## config.mk

```make
export PLATFORM = sky130hd
export DESIGN_NAME = lgca_cell
export DESIGN_NICKNAME = d
export VERILOG_FILES = /design/src/rtl/lgca_cell.sv
export SDC_FILE = /design/constraint.sdc
export NUM_CORES = 1
export LEC_CHECK = 0
export ABC_AREA = 1
export BUFFER_PORTS_ARGS = -buffer_cell sky130_fd_sc_hd__buf_2
export CAP_MARGIN = 0
export CORE_MARGIN = 2
export CORE_UTILIZATION = 45
export DETAILED_ROUTE_END_ITERATION = 8
export GPL_TIMING_DRIVEN = 0
export PLACE_DENSITY_LB_ADDON = 0.25
export SYNTH_ARGS = -nofsm -noshare
export SYNTH_HDL_FRONTEND = slang
export SYNTH_SLANG_ARGS = --single-unit
export TNS_END_PERCENT = 30
```

## constraint.sdc

```tcl
create_clock -name clk -period 1.83 [get_ports clk]
set_input_delay 0 -clock clk [delete_from_list [all_inputs] [get_ports clk]]
set_output_delay 0 -clock clk [all_outputs]
set_load 0.05 [all_outputs]
```

## src/rtl/lgca_cell.sv

```systemverilog
// Lattice-gas automaton cell: HPP (4-dir) or FHP (6-dir) collision rules with wall
// bounce-back, stochastic FHP pair rotation, direct load and a saturating collision counter.
module lgca_cell #(
    parameter int unsigned N_DIR   = 4,
    parameter int unsigned CNT_W   = 8,
    parameter int unsigned RND_EXT = 0,
    parameter logic [15:0] SEED    = 16'hACE1
) (
    input  logic                         clk,
    input  logic                         rst_n,
    input  logic                         step_en,
    input  logic                         load,
    input  logic [N_DIR-1:0]             load_data,
    input  logic                         wall,
    input  logic                         rnd,
    input  logic [N_DIR*N_DIR-1:0]       nbr_in,
    input  logic                         cnt_clr,
    output logic [N_DIR-1:0]             state,
    output logic [$clog2(N_DIR+1)-1:0]   occ,
    output logic [CNT_W-1:0]             coll_cnt
);

    localparam int unsigned HALF  = N_DIR / 2;
    localparam int unsigned OCC_W = $clog2(N_DIR + 1);
    localparam logic [15:0] SEED_EFF = (SEED == 16'h0000) ? 16'hACE1 : SEED;

    logic [N_DIR-1:0] r_state;
    logic [15:0]      r_lfsr;
    logic [CNT_W-1:0] r_cnt;

    logic [N_DIR-1:0] w_v;
    logic [N_DIR-1:0] w_refl;
    logic [N_DIR-1:0] w_coll_out;
    logic [N_DIR-1:0] w_next;
    logic             w_coll;
    logic             w_applied;
    logic             w_fb;
    logic             w_unused;

    if ((N_DIR != 4) && (N_DIR != 6)) begin : g_bad_ndir
        $error("lgca_cell: N_DIR must be 4 or 6");
    end

    // A particle moving in direction d arrives from the opposite side's slot d.
    for (genvar d = 0; d < N_DIR; d++) begin : g_dir
        assign w_v[d]    = nbr_in[((d + HALF) % N_DIR) * N_DIR + d];
        assign w_refl[d] = w_v[(d + HALF) % N_DIR];
    end

    if (N_DIR == 4) begin : g_hpp
        assign w_coll     = (w_v == N_DIR'(4'b0101)) || (w_v == N_DIR'(4'b1010));
        assign w_coll_out = ~w_v;
        assign w_unused   = rnd;
    end else begin : g_fhp
        logic w_rnd;
        logic w_pair;
        logic w_tri;
        assign w_rnd  = (RND_EXT != 0) ? rnd : r_lfsr[0];
        assign w_pair = (w_v == N_DIR'(6'b001001)) || (w_v == N_DIR'(6'b010010)) ||
                        (w_v == N_DIR'(6'b100100));
        assign w_tri  = (w_v == N_DIR'(6'b010101)) || (w_v == N_DIR'(6'b101010));
        assign w_coll = w_pair || w_tri;
        // Head-on pairs scatter one way or the other; triples invert.
        assign w_coll_out = w_pair ? (w_rnd ? {w_v[N_DIR-2:0], w_v[N_DIR-1]}
                                            : {w_v[0], w_v[N_DIR-1:1]})
                                   : ~w_v;
        assign w_unused = 1'b0;
    end

    assign w_next    = wall ? w_refl : (w_coll ? w_coll_out : w_v);
    assign w_applied = step_en && !load && !wall && w_coll;
    assign w_fb      = r_lfsr[0] ^ r_lfsr[2] ^ r_lfsr[3] ^ r_lfsr[5];

    // State and LFSR: load beats step; idle cycles hold.
    always_ff @(posedge clk or negedge rst_n) begin
        if (!rst_n) begin
            r_state <= '0;
            r_lfsr  <= SEED_EFF;
        end else if (load) begin
            r_state <= load_data;
        end else if (step_en) begin
            r_state <= w_next;
            r_lfsr  <= {w_fb, r_lfsr[15:1]};
        end
    end

    // Saturating collision counter with clear priority.
    always_ff @(posedge clk or negedge rst_n) begin
        if (!rst_n) begin
            r_cnt <= '0;
        end else if (cnt_clr) begin
            r_cnt <= '0;
        end else if (w_applied && (r_cnt != {CNT_W{1'b1}})) begin
            r_cnt <= r_cnt + CNT_W'(1);
        end
    end

    assign state    = r_state;
    assign coll_cnt = r_cnt;
    assign occ      = OCC_W'($countones(r_state));

endmodule

```

[Word level (Yosys, flattened, before mapping)]
Cells that the tools add are included.
Storage, ports and cells
  word-level logic and storage cells: 25
  output and inout port bits: 15
  bits in registers: 12
Cells by class
  equality and inequality tests: 3
  bitwise operators: 1
  reduce and logical (&&, ||, !) cells: 9
  mux-type cells: 6
  add/sub/neg operators: 4
Operator list (count)
  $mux 4: 4
  $mux 8: 2
  $add 8x1->8 const B: 1
  $ne 8x8->1 const B: 1
  $add 1x1->2: 2
  $eq 4x3->1 const B: 1
  $eq 4x4->1 const B: 1
  $logic_and 1x1->1: 4
  $not 4->4: 1
  $reduce_bool 2->1: 2
  $add 2x2->3: 1
  $logic_not 1->1: 2
  $logic_or 1x1->1: 1

[Logic depth before layout (Yosys ltp)]
  depth after elaboration: 7
  gate-level depth with buffers: 9
  gate-level depth less buffers: 9

[Least setup slack after synthesis]
No wires, ideal clock.
  path kind: flip-flop to output port
  start point: register r_state[3], in the netlist state[3]
  end point: output port occ[1]
  path slack: -110 ps
  stages on the path, launching flop included: 4
  data arrival time: 1940 ps
  path buffers: 0
  required time: 1830 ps
  cells stage by stage: dfrtp_1 ha_1 ha_1 fa_1
Between the ends
  longest elaborated chain between the ends: 2
Ends and longest elaborated chain
  start: declaration: line 27  | logic [N_DIR-1:0] r_state;
  start signal: assignment: line 80  | r_state <= load_data;
  start signal: assignment: line 82  | r_state <= w_next;
  $add 1x1->2 (not written as such): line 100  | assign occ = OCC_W'($countones(r_state));
  $add 2x2->3 (not written as such): line 100
  end: declaration: line 19  | output logic [$clog2(N_DIR+1)-1:0] occ,
No other way between the ends.

[Worst setup path after layout]
  start point: register r_state[0], in the netlist state[0]
  end point: output port occ[1]
Same word-level chain as after synthesis.

==> summary.txt <==
share of cells above drive strength 1: 0.306
Synth area leader: dfrtp_1
drc violations: 0
Initial Utilization: 0.470
Storage cell area: 303 um2
leakage: 0.639 nW
crit path buf inv count: 1
Reg clk slew, reported paths: 0.08 ns
initial antenna violation count: 0
area share of the largest cell type after synthesis: 0.332
final wirelength: 2.08 mm
total iterations of the first detailed-routing run: 4
Max stage delay on crit path: 0.53 ns
Antenna Cells: 0
Mapped Avg Cell Area: 6.84 um2
Synth Area in XOR/XNOR: 0.0194
Pwr Density: 663 nW/um2
most used standard cell by instance count after synthesis: nand2_1
Max VDD drop: 0.442 mV
Syn Inst Count: 132
final hold vios: 0
Seq/Total Area, Yosys: 0.332
vias in the first global route: 836
WP data arrival: 1.83 ns
RSZ-0062 raised after global routing: true
WP data required: 1.83 ns
I/O pins: 42
CTS Sinks: 12
worst skew pair latency: 0.27 ns
Critical Path Slowest Stage Cell: fa_2
Unique masters post-synth: 20
largest net degree at the start of global routing: 13
total CTS buffers: 3
MaxCap Viol Count: 0
NumNets Final: 203
Synth Area in Adders: 0.0776
family with the most delay on the worst path: adder cells
fin. max-slew vios: 0
combinational family with the most area after synthesis: simple AND/OR/NAND/NOR gates
Detailed Place HPWL: 1.62 mm
worst-path cell chain: ha_1, ha_2, fa_2, buf_8
CTS tree: yes
Die ar.: 2380 um2
vias: 942
Final Cycle Share: 0.999
multi-input logic area: 559 um2
gpl congestion: 0.809
Avg WL per Cell: 10.6 um
Critical Path Sink Type: output port
H-tree Lvls: 1
Total Routing Usage GR: 0.194
Non-Filler Instances: 197
antenna viol nets, final: 0
FP Rows: 16
Root Driver: clkbuf_4
setup tns final: 0 ns
drt initial violations: 18
dominant synthesized flop cell: dfrtp_1
top cells by area, synth: dfrtp_1 33%, nand2_1 19%, nand3_1 9.4%
FF+latch count, synth: 12
worst slew pin tran: 0.303 ns
Die H: 48.8 um
crit path time final: 1.83 ns
Post-synth EDFFs: 0
buffers added on ports: 27
Yosys warning count: 0
hold crit path type: input pin to flip-flop
first-pass GRT wire length: 3.62 mm
Simple-Gate Fraction of Synth Area: 0.458
fillers: 174
critical path class: flip-flop to output port
CP Max Fanout: 3
CP startpoint kind: flip-flop
routed vias/inst: 4.78
normalized max-slew margin: 0.797
f_max: 547 MHz
Mapped Area: 903 um2
Synth Area in Compound Gates: 0.0443
Net Count, Synth: 164
Synth top cells by count: 46 x nand2_1, 17 x nand3_1, 15 x nor2_1
ys async rst share: 1.00
total placed cells including tap cells: 186
CORE AREA: 1920 um2
Syn-to-layout area delta: 33.2%
multiplexer share of the synthesized area: 0
Clock Skews: 0.00245 ns
Max clock buf depth: 2
die span in x: 48.8 um
status: finished, final reports clean
grt ovf: 0
final setup vio count: 0
==> layout by cell type (no fill, tap or decap), types with 3 or more instances in the layout <==
master / n
nand2_2: 4
nand3_1: 17
nor2_1: 15
dlygate4sd3_1: 5
clkbuf_4: 3
dfrtp_1: 10
nor2_2: 3
buf_2: 27
inv_1: 12
nand2_1: 46
a21oi_1: 3
==> cells by family (layout without fill, tap and decap cells) <==
kind of cell	after synthesis	count (layout)
buf+inv	16	54
flops	12	12
simple gates	90	90
xor+xnor	2	2
fa+ha+maj	5	5
compound gates	7	7
==> path summary, 6_finish.rpt <==
check                            startpoint          end  slack, ns  depth (start not counted)
worst max-delay path               state[0]       occ[1]      0.002                          4
worst min-delay path                   load     state[3]       0.03                          3
worst max register to register  coll_cnt[0]  coll_cnt[6]       0.42                          8
worst min register to register     state[3]     state[3]       0.55                          2
max in group asynchronous             rst_n     state[3]       1.45                          2
min in group asynchronous             rst_n     state[0]       0.14                          2
==> sequential cells by signal (all words and copies together) (netlist names) <==
name / cells
state: 4
coll_cnt: 8
==> stage by stage <==
step           utilization  hold WS [ns]  total power [mW]  area, um2  setup WS (ns)
6_report             0.626        0.0280             0.799       1200        0.00150
5_1_grt              0.626        0.0509             0.844       1200        -0.0636
4_1_cts              0.622        0.0219             0.806       1200        -0.0478
3_5_place_dp         0.561        -0.102             0.552       1080          0.136
3_3_place_gp         0.561        -0.111             0.541       1080          0.166
2_1_floorplan            -        -0.296             0.495        908       0.000929
==> final cells by class <==
| type | instances | area share |
|---|---|---|
| multi-input combinational | 104 | 0.465 |
| sequential | 12 | 0.252 |
| timing repair buffer | 34 | 0.175 |
| inverter | 15 | 0.0468 |
| clock buffer | 4 | 0.0301 |
| tap | 27 | 0.0281 |
| buffer | 1 | 0.00416 |
==> where the power goes <==
part | total, mW | internal, mW | switching [mW]
logic | 0.293 | 0.0975 | 0.196
clock network | 0.213 | 0.121 | 0.0926
registers | 0.292 | 0.278 | 0.0138
total | 0.799 | 0.496 | 0.302
==> timing repair <==
item                                    in CTS  in global routing
hold endpoints to repair                    16                  0
pin swaps                                    0                  1
cloned                                       0                  0
hold buffers                                 5                  0
buffers inserted                             1                  1
endpoints found under the setup margin       1                  1
resized for setup                            5                  0
==> metal layers <==
metal	global-route usage	wire [um]
met1	0.253	943
met2	0.324	1030
met3	0.0399	100
met4	0.0571	10
met5	0	0
==> tightest hold or removal path, cell delays in order <==
cell     delay [ns]
buf_2          0.13
nand2_1        0.06
nand3_1        0.07
No activity file was read; power rests on OpenSTA's default activity.
